<file path="config.mk">
export PLATFORM = sky130hd
export DESIGN_NAME = pwm_duty_ramp
export DESIGN_NICKNAME = d
export VERILOG_FILES = /design/src/rtl/pwm_pkg.sv /design/src/rtl/pwm_period_tick.sv /design/src/rtl/pwm_duty_ramp.sv
export SDC_FILE = /design/constraint.sdc
export NUM_CORES = 1
export LEC_CHECK = 0
export ABC_AREA = 1
export BUFFER_PORTS_ARGS = -buffer_cell sky130_fd_sc_hd__buf_2
export CORE_ASPECT_RATIO = 1.2
export CORE_MARGIN = 8
export CORE_UTILIZATION = 60
export DETAILED_ROUTE_END_ITERATION = 8
export PLACE_DENSITY_LB_ADDON = 0.2
export SKIP_CTS_REPAIR_TIMING = 1
export SLEW_MARGIN = 25
export SYNTH_ARGS = -nofsm -noshare
export SYNTH_HDL_FRONTEND = slang
export SYNTH_SLANG_ARGS = --single-unit
export TNS_END_PERCENT = 100
</file>
<file path="constraint.sdc">
create_clock -name clk -period 4.8 [get_ports clk]
set_input_delay 0.96 -clock clk [delete_from_list [all_inputs] [get_ports clk]]
set_output_delay 0.96 -clock clk [all_outputs]
set_load 0.05 [all_outputs]
</file>
<file path="src/rtl/pwm_pkg.sv">
// Shared types and constants for the PWM duty-ramp controller and its period tick.
// step_toward moves a duty value one clamped step toward a target, never overshooting.
package pwm_pkg;

    localparam int PWM_W = 8;
    localparam logic [PWM_W-1:0] PERIOD_LAST = 8'hFF;

    typedef enum logic {IDLE, RAMP} ramp_state_t;

    // A 9-bit difference keeps the comparison free of wrap at both ends of the range.
    function automatic logic [PWM_W-1:0] step_toward(
        input logic [PWM_W-1:0] cur,
        input logic [PWM_W-1:0] tgt,
        input logic [PWM_W-1:0] step
    );
        logic [PWM_W:0] d;
        if (tgt >= cur) begin
            d = {1'b0, tgt} - {1'b0, cur};
        end else begin
            d = {1'b0, cur} - {1'b0, tgt};
        end
        if (d <= {1'b0, step}) begin
            return tgt;
        end else if (tgt > cur) begin
            return cur + step;
        end else begin
            return cur - step;
        end
    endfunction

endpackage

</file>
<file path="src/rtl/pwm_period_tick.sv">
// Free-running 8-bit phase counter kept in lock with the PWM generator counter.
// tick marks the last clock of each 256-clock PWM period.
module pwm_period_tick
    import pwm_pkg::*;
(
    input  logic clk,
    input  logic rst_n,
    output logic tick
);

    logic [PWM_W-1:0] phase;

    always_ff @(posedge clk or negedge rst_n) begin
        if (!rst_n) begin
            phase <= '0;
        end else begin
            phase <= phase + 1'b1;
        end
    end

    assign tick = (phase == PERIOD_LAST);

endmodule

</file>
<file path="src/rtl/pwm_duty_ramp.sv">
// Duty-cycle sequencer: accepts a target duty and slews the PWM duty toward it,
// one fixed step every PERIODS_PER_STEP periods, only on period boundaries.
module pwm_duty_ramp
    import pwm_pkg::*;
#(
    parameter int               STEP             = 4,
    parameter int               PERIODS_PER_STEP = 2,
    parameter logic [PWM_W-1:0] INIT_DUTY        = 8'd0
) (
    input  logic             clk,
    input  logic             rst_n,
    input  logic [PWM_W-1:0] tgt_duty,
    input  logic             tgt_valid,
    output logic             tgt_ready,
    input  logic             abort,
    output logic [PWM_W-1:0] duty,
    output logic             busy,
    output logic             done
);

    localparam logic [PWM_W-1:0] STEP_V   = PWM_W'(STEP);
    localparam logic [7:0]       DIV_LAST = 8'(PERIODS_PER_STEP - 1);

    ramp_state_t      state;
    logic [PWM_W-1:0] tgt_q;
    logic [7:0]       div;
    logic             tick;
    logic [PWM_W-1:0] step_duty;

    pwm_period_tick u_tick (
        .clk  (clk),
        .rst_n(rst_n),
        .tick (tick)
    );

    always_comb begin
        step_duty = step_toward(duty, tgt_q, STEP_V);
    end

    // Abort is checked before the tick so it wins over a coincident step.
    always_ff @(posedge clk or negedge rst_n) begin
        if (!rst_n) begin
            state     <= IDLE;
            duty      <= INIT_DUTY;
            tgt_q     <= INIT_DUTY;
            div       <= '0;
            busy      <= 1'b0;
            done      <= 1'b0;
            tgt_ready <= 1'b1;
        end else begin
            done <= 1'b0;
            case (state)
                IDLE: begin
                    if (tgt_valid && tgt_ready) begin
                        tgt_q <= tgt_duty;
                        div   <= '0;
                        if (tgt_duty == duty) begin
                            done <= 1'b1;
                        end else begin
                            state     <= RAMP;
                            busy      <= 1'b1;
                            tgt_ready <= 1'b0;
                        end
                    end
                end
                RAMP: begin
                    if (abort) begin
                        state     <= IDLE;
                        busy      <= 1'b0;
                        tgt_ready <= 1'b1;
                        done      <= 1'b1;
                    end else if (tick) begin
                        if (div == DIV_LAST) begin
                            div  <= '0;
                            duty <= step_duty;
                            if (step_duty == tgt_q) begin
                                state     <= IDLE;
                                busy      <= 1'b0;
                                tgt_ready <= 1'b1;
                                done      <= 1'b1;
                            end
                        end else begin
                            div <= div + 1'b1;
                        end
                    end
                end
            endcase
        end
    end

endmodule

</file>
## Yosys cells after proc, flatten, opt, wreduce, memory -nomap -nowiden

Index checks and enable logic that the tools add are counted.

| storage, ports and cells | value |
|---|---|
| bits in registers | 36 |
| bits of input ports | 12 |

| cells by class | value |
|---|---|
| bitwise logic cells | 2 |
| reduce and logical (&&, ||, !) cells | 5 |
| $lt $le $gt $ge | 3 |
| add/sub/neg operators | 6 |
| equality and inequality tests | 11 |
| mux-type cells | 36 |

Operators by type and width:

| cell | count |
|---|---|
| 2-to-1 mux 8 bit | 6 |
| 2-to-1 mux 1 bit | 24 |
| subtractor 8 x 8 -> 9 bit | 2 |
| adder 8 x 1 -> 8 bit (second input constant) | 2 |
| equality test 8 bit | 2 |
| one-hot mux 8 bit (2 select lines) | 1 |
| <= comparator 9 x 3 -> 1 bit (second input constant) | 1 |
| 2-to-1 mux 9 bit | 1 |
| != test 3 x 2 -> 1 bit (second input constant) | 3 |
| adder 8 x 3 -> 8 bit (second input constant) | 1 |
| equality test 8 x 1 -> 1 bit (second input constant) | 1 |
| equality test 8 bit (second input constant) | 1 |
| greater-or-equal comparator 8 bit | 1 |
| > comparator 8 bit | 1 |
| one-hot mux 1 bit (2 select lines) | 4 |
| subtractor 8 x 3 -> 8 bit (second input constant) | 1 |
| != test 2 bit (second input constant) | 3 |
| AND reduction 5 bit | 1 |
| AND reduction 4 bit | 1 |
| AND reduction 3 bit | 1 |
| != test 2 x 1 -> 1 bit (second input constant) | 1 |
| NOT 1 bit | 2 |
| AND reduction 2 bit | 1 |
| logical AND 1 bit | 1 |

## Logic depth before layout (Yosys ltp)

Gate-level depths: netlist of the first run.

| logic depth | value |
|---|---|
| depth after elaboration | 10 |
| mapped depth | 29 |
| gate-level depth less buffers | 28 |

## Hierarchy

From an unflattened synthesis of the first run, not the netlist that was laid out.

| unflattened totals | value |
|---|---|
| cell total of the unflattened synthesis | 445 |
| area total of the unflattened synthesis | 3,016.6 um2 |

Modules (own cells, without submodules):

| module | area an instance (um2) | instances | cells an instance | seq. area each (um2) |
|---|---|---|---|---|
| pwm_duty_ramp | 2,666.3 | 1 | 407 | 701.9 |
| pwm_period_tick | 350.3 | 1 | 38 | 200.2 |

## Worst setup path after synthesis of the first run

Ideal clock, no wire load.

| timing | value |
|---|---|
| kind | register -> register |
| start point | register duty[2] |
| end point | register busy |
| arrival | 3,616 ps |
| period minus slack after synthesis | 3,736 ps |
| data required time | 4,680 ps |
| library setup time | 120 ps |
| path slack | 1,064 ps |
| path buffers | 1 |
| stages on the path, launching flop included | 28 |
| path through | dfrtp_1 > inv_1 > ha_1 > buf_4 > nand2_1 > nand2_1 > inv_1 > nand2_2 > nand2_1 > nand2_1 > nand2_1 > nand2_1 > nand2_1 > ha_1 > a21o_1 > nand2_1 > nand3_1 > xor2_1 > xnor2_1 > inv_1 > nand3_1 > nand2_1 > nor2_1 > nand2_1 > nor2_1 > nand3_1 > nand3_1 > nand2_1 |

| between the ends | value |
|---|---|
| cells in the longest elaborated chain, start to end | 7 |
| elaborated cells between the ends (all ways) | 15 |

RTL lines:

| element | RTL line | RTL |
|---|---|---|
| start: declaration | pwm_duty_ramp.sv:16 | `output logic [PWM_W-1:0] duty,` |
| start signal: assignment | pwm_duty_ramp.sv:75 | `duty <= step_duty;` |
| subtractor 8 x 8 -> 9 bit, or another cell as far along | pwm_pkg.sv:20 | `d = {1'b0, cur} - {1'b0, tgt};` |
| 2-to-1 mux 9 bit | pwm_pkg.sv:17 | `if (tgt >= cur) begin` |
| <= comparator 9 x 3 -> 1 bit | pwm_pkg.sv:22 | `if (d <= {1'b0, step}) begin` |
| 2-to-1 mux 8 bit | pwm_pkg.sv:22 |  |
| equality test 8 bit | pwm_duty_ramp.sv:76 | `if (step_duty == tgt_q) begin` |
| != test 3 x 2 -> 1 bit (no line) | n/a |  |
| AND reduction 5 bit (no line) (*) | n/a |  |
| end signal: assignment | pwm_duty_ramp.sv:61 | `busy <= 1'b1;` |
| end signal: assignment | pwm_duty_ramp.sv:69 | `busy <= 1'b0;` |
| end signal: assignment | pwm_duty_ramp.sv:78 | `busy <= 1'b0;` |
| end: declaration | pwm_duty_ramp.sv:17 | `output logic busy,` |

Every way passes the cells marked *; elsewhere a longest branch is shown, timed or not.
A chain may end at the register's enable or synchronous reset.

## Worst setup path after layout of the first run

| timing | value |
|---|---|
| start point | register duty[2] |
| end point | register tgt_ready |

| between the ends | value |
|---|---|
| cells in the longest elaborated chain, start to end | 7 |
| elaborated cells between the ends (all ways) | 15 |

RTL lines:

| element | RTL line | RTL |
|---|---|---|
| subtractor 8 x 8 -> 9 bit, or another cell as far along | pwm_pkg.sv:20 |  |
| 2-to-1 mux 9 bit | pwm_pkg.sv:17 |  |
| <= comparator 9 x 3 -> 1 bit | pwm_pkg.sv:22 |  |
| 2-to-1 mux 8 bit | pwm_pkg.sv:22 |  |
| equality test 8 bit | pwm_duty_ramp.sv:76 |  |
| != test 3 x 2 -> 1 bit (no line) | n/a |  |
| AND reduction 5 bit (no line) (*) | n/a |  |
| end signal: assignment | pwm_duty_ramp.sv:62 | `tgt_ready <= 1'b0;` |
| end signal: assignment | pwm_duty_ramp.sv:70 | `tgt_ready <= 1'b1;` |
| end signal: assignment | pwm_duty_ramp.sv:79 | `tgt_ready <= 1'b1;` |
| end: declaration | pwm_duty_ramp.sv:14 | `output logic tgt_ready,` |

Marked as above.

==> results.md, run 1 <==
* Synth async-reset ratio at 100%
* Clock network fraction of total power at 39.6%
* WHS at 0.477 ns
* Final min period at 3.90 ns
* Comb power frac at 4.7%
* Yosys Warn Count at 0
* Final HPWL DP at 6.01 mm
* Post-synth net total at 502
* Layout fillers at 488
* Arrival @ worst endpoint at 4.14 ns
* Die Height at 95.1 um
* Clock Tree Root: clkbuf_8
* Sw frac at 24.7%
* Antenna violations before repair at 0
* Number of global-route vias before repair at 2,942
* Post-synthesis compound-gate area fraction at 9.68%
* Gp weighted congestion at 0.957
* Post-Synth Simple-Gate Area at 33.8%
* Max-Cap Viols at 0
* TritonCTS clock tree: done
* Routed vias at 2,991
* Internal power at 417 uW
* Setup violators final at 0
* Fmax at 257 MHz
* Count leader, synth: nand2_1
* Placed insts at 540
* Post-Synth XOR/XNOR Area at 4.76%
* H-tree levels at 2
* Worst VDD drop at 0.195 mV
* Slew Limit Fails at 0
* Overall Global Routing Usage at 21.0%
* Die Area at 0.00779 mm2
* Grt ovf at 0
* TritonRoute pass-1 iters at 5
* Yosys top cell area share at 28.0%
* Vias/cell at 5.46
* Setup CP Type: flop to flop
* Fin nets at 523
* Ant. Diodes at 0
* Clock sinks at 36
* Avg WL per Cell at 13.8 um
* DR iter-0 viols at 189
* Final WL at 7.55 mm
* EDFF count, synth at 0
* Synth cell types at 35
* Cell taking the most area after synthesis: dfrtp_1
* Pin count of the biggest net entering global routing at 37
* Post-Syn Area at 0.00313 mm2
* Antenna Violating Nets Remaining at 0
* Post-synthesis register bit count at 36
* Worst skew pair latency at 0.30 ns
* Commonest cells post-synth: nand2_1 (127), inv_1 (82), nand3_1 (45)
* Initial core utilization at 60.7%
* Sequential Power Share at 55.8%
* Crit path max fanout at 10
* Synth Instances at 464
* CP startpoint kind: flop
* Final core occ at 65.1%
* Outcome: finished clean
* Worst hold path class: flop to flop
* CORE AREA at 0.00515 mm2
* Sequential element share of the synthesized area at 28.9%
* Chip Width at 81.9 um
* Slew headroom at 46.0%
* Post-Synth Adder-Cell Area at 11.1%
* Area Overhead vs Synth at 7.24%
* Period Utilization, post-route at 81.2%
* Largest family of logic cells by synthesized area: simple AND/OR/NAND/NOR gates
* NetSw at 136 uW
* CP Capture Type: flop
* Worst slew pin tran at 0.810 ns
* Clock buffer depth at 2
* Cell leakage power at 0.00187 uW
* Clock Pin Slew Worst Setup and Hold Paths at 0.08 ns
* DR DRC count at 0
* Dominant cells by area after synthesis: dfrtp_1 (28%), nand2_1 (15%), inv_1 (9.8%), ha_1 (9.2%), nand3_1 (7.2%)
* Share of layout cells above drive strength 1 at 9.67%
* Clock skew at 0.00985 ns
* Setup TNS at 0 ns
* Mux share of post-synthesis cell area at 0%
* Dominant synthesized flop cell: dfrtp_1
* Fin cells at 548
* Critical Path RT at 5.04 ns
* PD cells at 165 mW/mm2
* Port Buffers at 22
* Io pins at 23
* Syn_area_per_cell at 6.74 um2
* Final hold violation count at 0
* RSZ-0062 raised after global routing: no
* First-pass GRT wire length at 13.0 mm
* CTS Buf Count at 5
* Row cnt at 29
cell families after synthesis:
| group | count (synthesis) |
|---|---|
| AO/OA/AOI/OAI | 53 |
| XOR/XNOR | 17 |
| adder cells (fa/ha/maj) | 26 |
| buffers and inverters | 92 |
| flip-flops | 36 |
| AND/OR/NAND/NOR | 240 |
flip-flops by register name (all words and copies together), names as in the netlist:
register	flops
duty	8
state	1
div	8
tgt_q	8
u_tick.phase	8
tgt_ready	1
busy	1
done	1
placed cells by master, fill, tap and decap left out, drive strengths merged, types with 2 or more instances in the layout:
cell type and count:
or2 5, o211ai 8, clkinv 3, xor2 10
fa 3, xnor2 7, clkbuf 5, o21ai 25
nand3 47, inv 83, buf 23, a21oi 14
nor3b 2, ha 23, nand4 11, nor4 2
nor3 6, nor2 35, nand2 131, dfrtp 35
per-stage QoR:
stage	setup slack (ns)	total power, uW	instance area, um2
detailed placement	0.967	341	3270
global route	0.513	576	3350
CTS	0.930	558	3350
finish	0.903	553	3350
floorplan	1.06	326	3130
global placement	1.15	340	3270
final cells by class:
type                    count  area, um2  area share, %
clock inverters             3       18.8          0.560
clock buffers               5       68.8           2.05
repair buffers             23        118           3.51
multi-input cells         336       1860           55.4
flip-flops and latches     36        902           26.9
inverters                  83        312           9.29
well taps                  62       77.6           2.31
final timing paths:
path	from	to	slack [ns]	cells after the start
worst max-delay path	duty[2]	tgt_ready	0.90	27
worst min-delay path	u_tick.phase[0]	u_tick.phase[0]	0.48	1
worst max register to register	duty[2]	tgt_ready	0.90	27
worst min register to register	u_tick.phase[0]	u_tick.phase[0]	0.48	1
max in group asynchronous	rst_n	duty[3]	3.53	1
min in group asynchronous	rst_n	u_tick.phase[6]	0.75	1
layer usage:
metal / vias up / track usage [%] / wire (um)
met2: 65 / 37.4 / 3910
li1: 1513 / - / -
met4: 0 / 6.74 / 97
met1: 1403 / 24.5 / 3270
met3: 10 / 3.87 / 269
met5: - / 0 / 0
power by group through the flow:
stage	Combinational [uW]	Clock, uW	Sequential (uW)
2_1_floorplan	11.4	0	314
3_3_place_gp	25.7	0	315
3_5_place_dp	26.6	0	315
4_1_cts	26.6	223	309
5_1_grt	30.1	237	309
6_report	25.8	219	309
critical path, cell delays in order, from the launching register on:
cell and delay, ns:
dfrtp_1 0.50, inv_1 0.16, ha_1 0.50, nand2_1 0.09, nand2_1 0.09, inv_1 0.06, nand2_2 0.07, nand2_1 0.07
nand2_1 0.07, nand2_1 0.08, nand2_1 0.07, nand2_1 0.17, ha_1 0.40, a21o_1 0.21, nand2_1 0.05, nand3_1 0.09
xor2_1 0.17, xnor2_1 0.23, inv_1 0.09, nand2_1 0.10, nand2_1 0.05, nand2_1 0.07, nand2_1 0.05, nor2_1 0.09
nand3_1 0.11, nand2_1 0.08, nand2_1 0.06, nand2_1 0.07
(Power assumes the default switching activity.)
==> run 2, diff against run 1 <==
--- a/config.mk
+++ b/config.mk
@@ -5,7 +5,7 @@
 export SDC_FILE = /design/constraint.sdc
 export NUM_CORES = 1
 export LEC_CHECK = 0
-export ABC_AREA = 1
+export ABC_AREA = 0
 export BUFFER_PORTS_ARGS = -buffer_cell sky130_fd_sc_hd__buf_2
 export CORE_ASPECT_RATIO = 1.2
 export CORE_MARGIN = 8
==> constraint.sdc (replaced) <==
create_clock -name clk -period 3.6 [get_ports clk]
set_input_delay 0.72 -clock clk [delete_from_list [all_inputs] [get_ports clk]]
set_output_delay 0.72 -clock clk [all_outputs]
set_load 0.05 [all_outputs]
==> run 2 against run 1 <==
  * Critical path depth is 11 lower
  * Sequential cell count is the same
  * Highest routed layer unchanged
  * Sequential power up 91%
  * Clock skew down 0.0035 ns
  * Fmax increased by 11%
  * Critical endpoint is now done
  * Non-clock buffer count is 18 higher
  * Register-to-register slack lost 0.82 ns
  * Critical path type unchanged
==> results.md, run 2 <==
* Outcome: finished clean
* Cell leakage power at 0.00148 uW
* Most frequent cells in the layout: dfrtp_1 (28), inv_1 (25), buf_2 (22)
* Antenna Violating Nets Remaining at 0
* Routed vias at 2,392
* Post-synth net total at 335
* Share of layout cells above drive strength 1 at 24.7%
* Synth cell types at 48
* Fin cells at 398
* H-tree levels at 2
* Post-Syn Area at 0.00278 mm2
* Fin nets at 377
* Most common cell after layout, fill and taps aside: dfrtp_1
* Worst VDD drop at 0.426 mV
* Avg WL per Cell at 16.6 um
* Placed insts at 385
* Pin count of the biggest net entering global routing at 37
* Arrival @ worst endpoint at 3.66 ns
* Die Area at 0.00707 mm2
* Ant. Diodes at 0
* Clock Tree Root: clkbuf_8
* Syn_area_per_cell at 9.34 um2
* Setup TNS at 0 ns
* Max-Cap Viols at 0
* Slew headroom at 46.3%
* Antenna violations before repair at 0
* Hold Startpoint: u_tick.phase[0]
* Row cnt at 27
* Gp weighted congestion at 0.944
* Dominant synthesized flop cell: dfrtp_1
* Vias/cell at 6.01
* CORE AREA at 0.00453 mm2
* CP startpoint kind: flop
* Yosys Warn Count at 0
* CTS Buf Count at 5
* Worst skew pair latency at 0.28 ns
* WHS at 0.465 ns
* Critical Path RT at 3.74 ns
* First-pass GRT wire length at 10.8 mm
* Area Overhead vs Synth at 17.1%
* Clock sinks at 36
* Final WL at 6.61 mm
* Chip Width at 78.1 um
* Overall Global Routing Usage at 18.3%
* Synth Instances at 297
* Clock skew at 0.00637 ns
* Initial core utilization at 61.3%
* DR iter-0 viols at 71
* CP max stage delay at 0.40 ns
* Port Buffers at 22
* PD cells at 703 mW/mm2
* EDFF count, synth at 0
* Synth async-reset ratio at 100%
* CP delay by family, top: compound AO/OA/AOI/OAI gates
* Final min period at 3.51 ns
* Hold depth at 1
* Setup CP Type: flop to flop
* Fmax at 285 MHz
* Die Height at 90.5 um
* Count leader, synth: dfrtp_1
* Number of global-route vias before repair at 2,357
* Dominant cells by area after synthesis: dfrtp_1 (32%), ha_1 (10%), xor2_1 (6.3%), mux2_2 (4.5%), xnor2_1 (4.4%)
* Final HPWL DP at 4.95 mm
* Cells along the critical path: inv_2, ha_4, nor2b_1, o21a_1, o21bai_2, a31o_4, inv_1, fa_1, inv_1, a21o_1, a21oi_1, xnor2_1, xnor2_1, nor4b_2, o31ai_2, nand3_1
* Post-synthesis register bit count at 36
* Worst R2R End: done
* Cell taking the most area after synthesis: dfrtp_1
* Worst path slowest cell: dfrtp_2
* Crit path depth at 16
* Yosys top cell area share at 31.6%
* CP Capture Type: flop
* Buf/Inv on CP at 3
* TritonRoute pass-1 iters at 4
* Io pins at 23
* Worst slew pin tran at 0.805 ns
* Final core occ at 71.8%
* Worst reg2reg startpoint: duty[1]
* Hold path endpoint: u_tick.phase[0]
* Sequential element share of the synthesized area at 32.5%
* Commonest cells post-synth: dfrtp_1 (35), inv_1 (26), ha_1 (23)
* Slew Limit Fails at 0
* DR DRC count at 0
* Final hold violation count at 0
* Crit path max fanout at 5
* Setup violators final at 0
* Period Utilization, post-route at 97.6%
* Reg2Reg Setup Slack at 0.09 ns
* Grt ovf at 0
* Clock buffer depth at 2
* Worst hold path class: flop to flop
* TritonCTS clock tree: done
* Clock Pin Slew Worst Setup and Hold Paths at 0.07 ns
* Worst R2R Path Depth at 16
## run 2: worst max path at each step
stage	startpoint	end	slack [ns]
after global placement	duty[4]	busy	0.05
after global routing	duty[6]	done	-0.10
final	duty[1]	done	0.09
after floorplan	duty[7]	busy	0.008
after detailed placement	duty[4]	busy	0.009
after CTS	duty[4]	busy	-0.005
## run 2: worst register-to-register path, delay by kind of cell (launching register included)
kind,cells,cell delay (ns)
AOI/OAI and AO/OA,6,1.19
DFF,1,0.40
buffers and inverters,3,0.24
and+or+nand+nor,3,0.37
adders and majority gates,2,0.62
xor gates and xnor gates,2,0.53
## run 2: layout make-up
class / count / area, um2
fill: 351 / 1280
tap: 58 / 72.6
timing repair buffer: 41 / 253
multi-input combinational: 229 / 1830
clock buffer: 8 / 90.1
inverter: 26 / 97.6
sequential: 36 / 911
## run 2: cell families (layout without fill, tap and decap cells)
group / after synthesis / in the layout / synth area share (%)
DFF: 36 / 36 / 32.5
adders and majority gates: 26 / 26 / 12.5
xor gates and xnor gates: 34 / 34 / 10.7
AOI/OAI and AO/OA: 59 / 59 / 14.9
buffers and inverters: 32 / 75 / 4.46
and+or+nand+nor: 91 / 91 / 17.5
muxes: 19 / 19 / 7.35
## run 2: layer usage
metal  GRT usage [%]  vias up  wire length (um)
li1                -     1144                 -
met1            21.1     1177              2760
met2            32.7       56              3470
met3            2.29       15               209
met4            7.74        0               166
met5               0        -                 0
## run 2: power breakdown
group	switching (uW)	total [uW]	internal (uW)
logic	773	1400	631
registers	94.6	590	495
clock network	133	289	156
## run 2: through the flow
step / setup WS, ns / total power [uW] / instance area (um2)
6_report: 0.0853 / 2280 / 3250
5_1_grt: -0.104 / 2450 / 3250
4_1_cts: -0.00527 / 2170 / 3130
3_5_place_dp: 0.00939 / 1870 / 3040
3_3_place_gp: 0.0492 / 1840 / 3040
2_1_floorplan: 0.00763 / 1550 / 2780
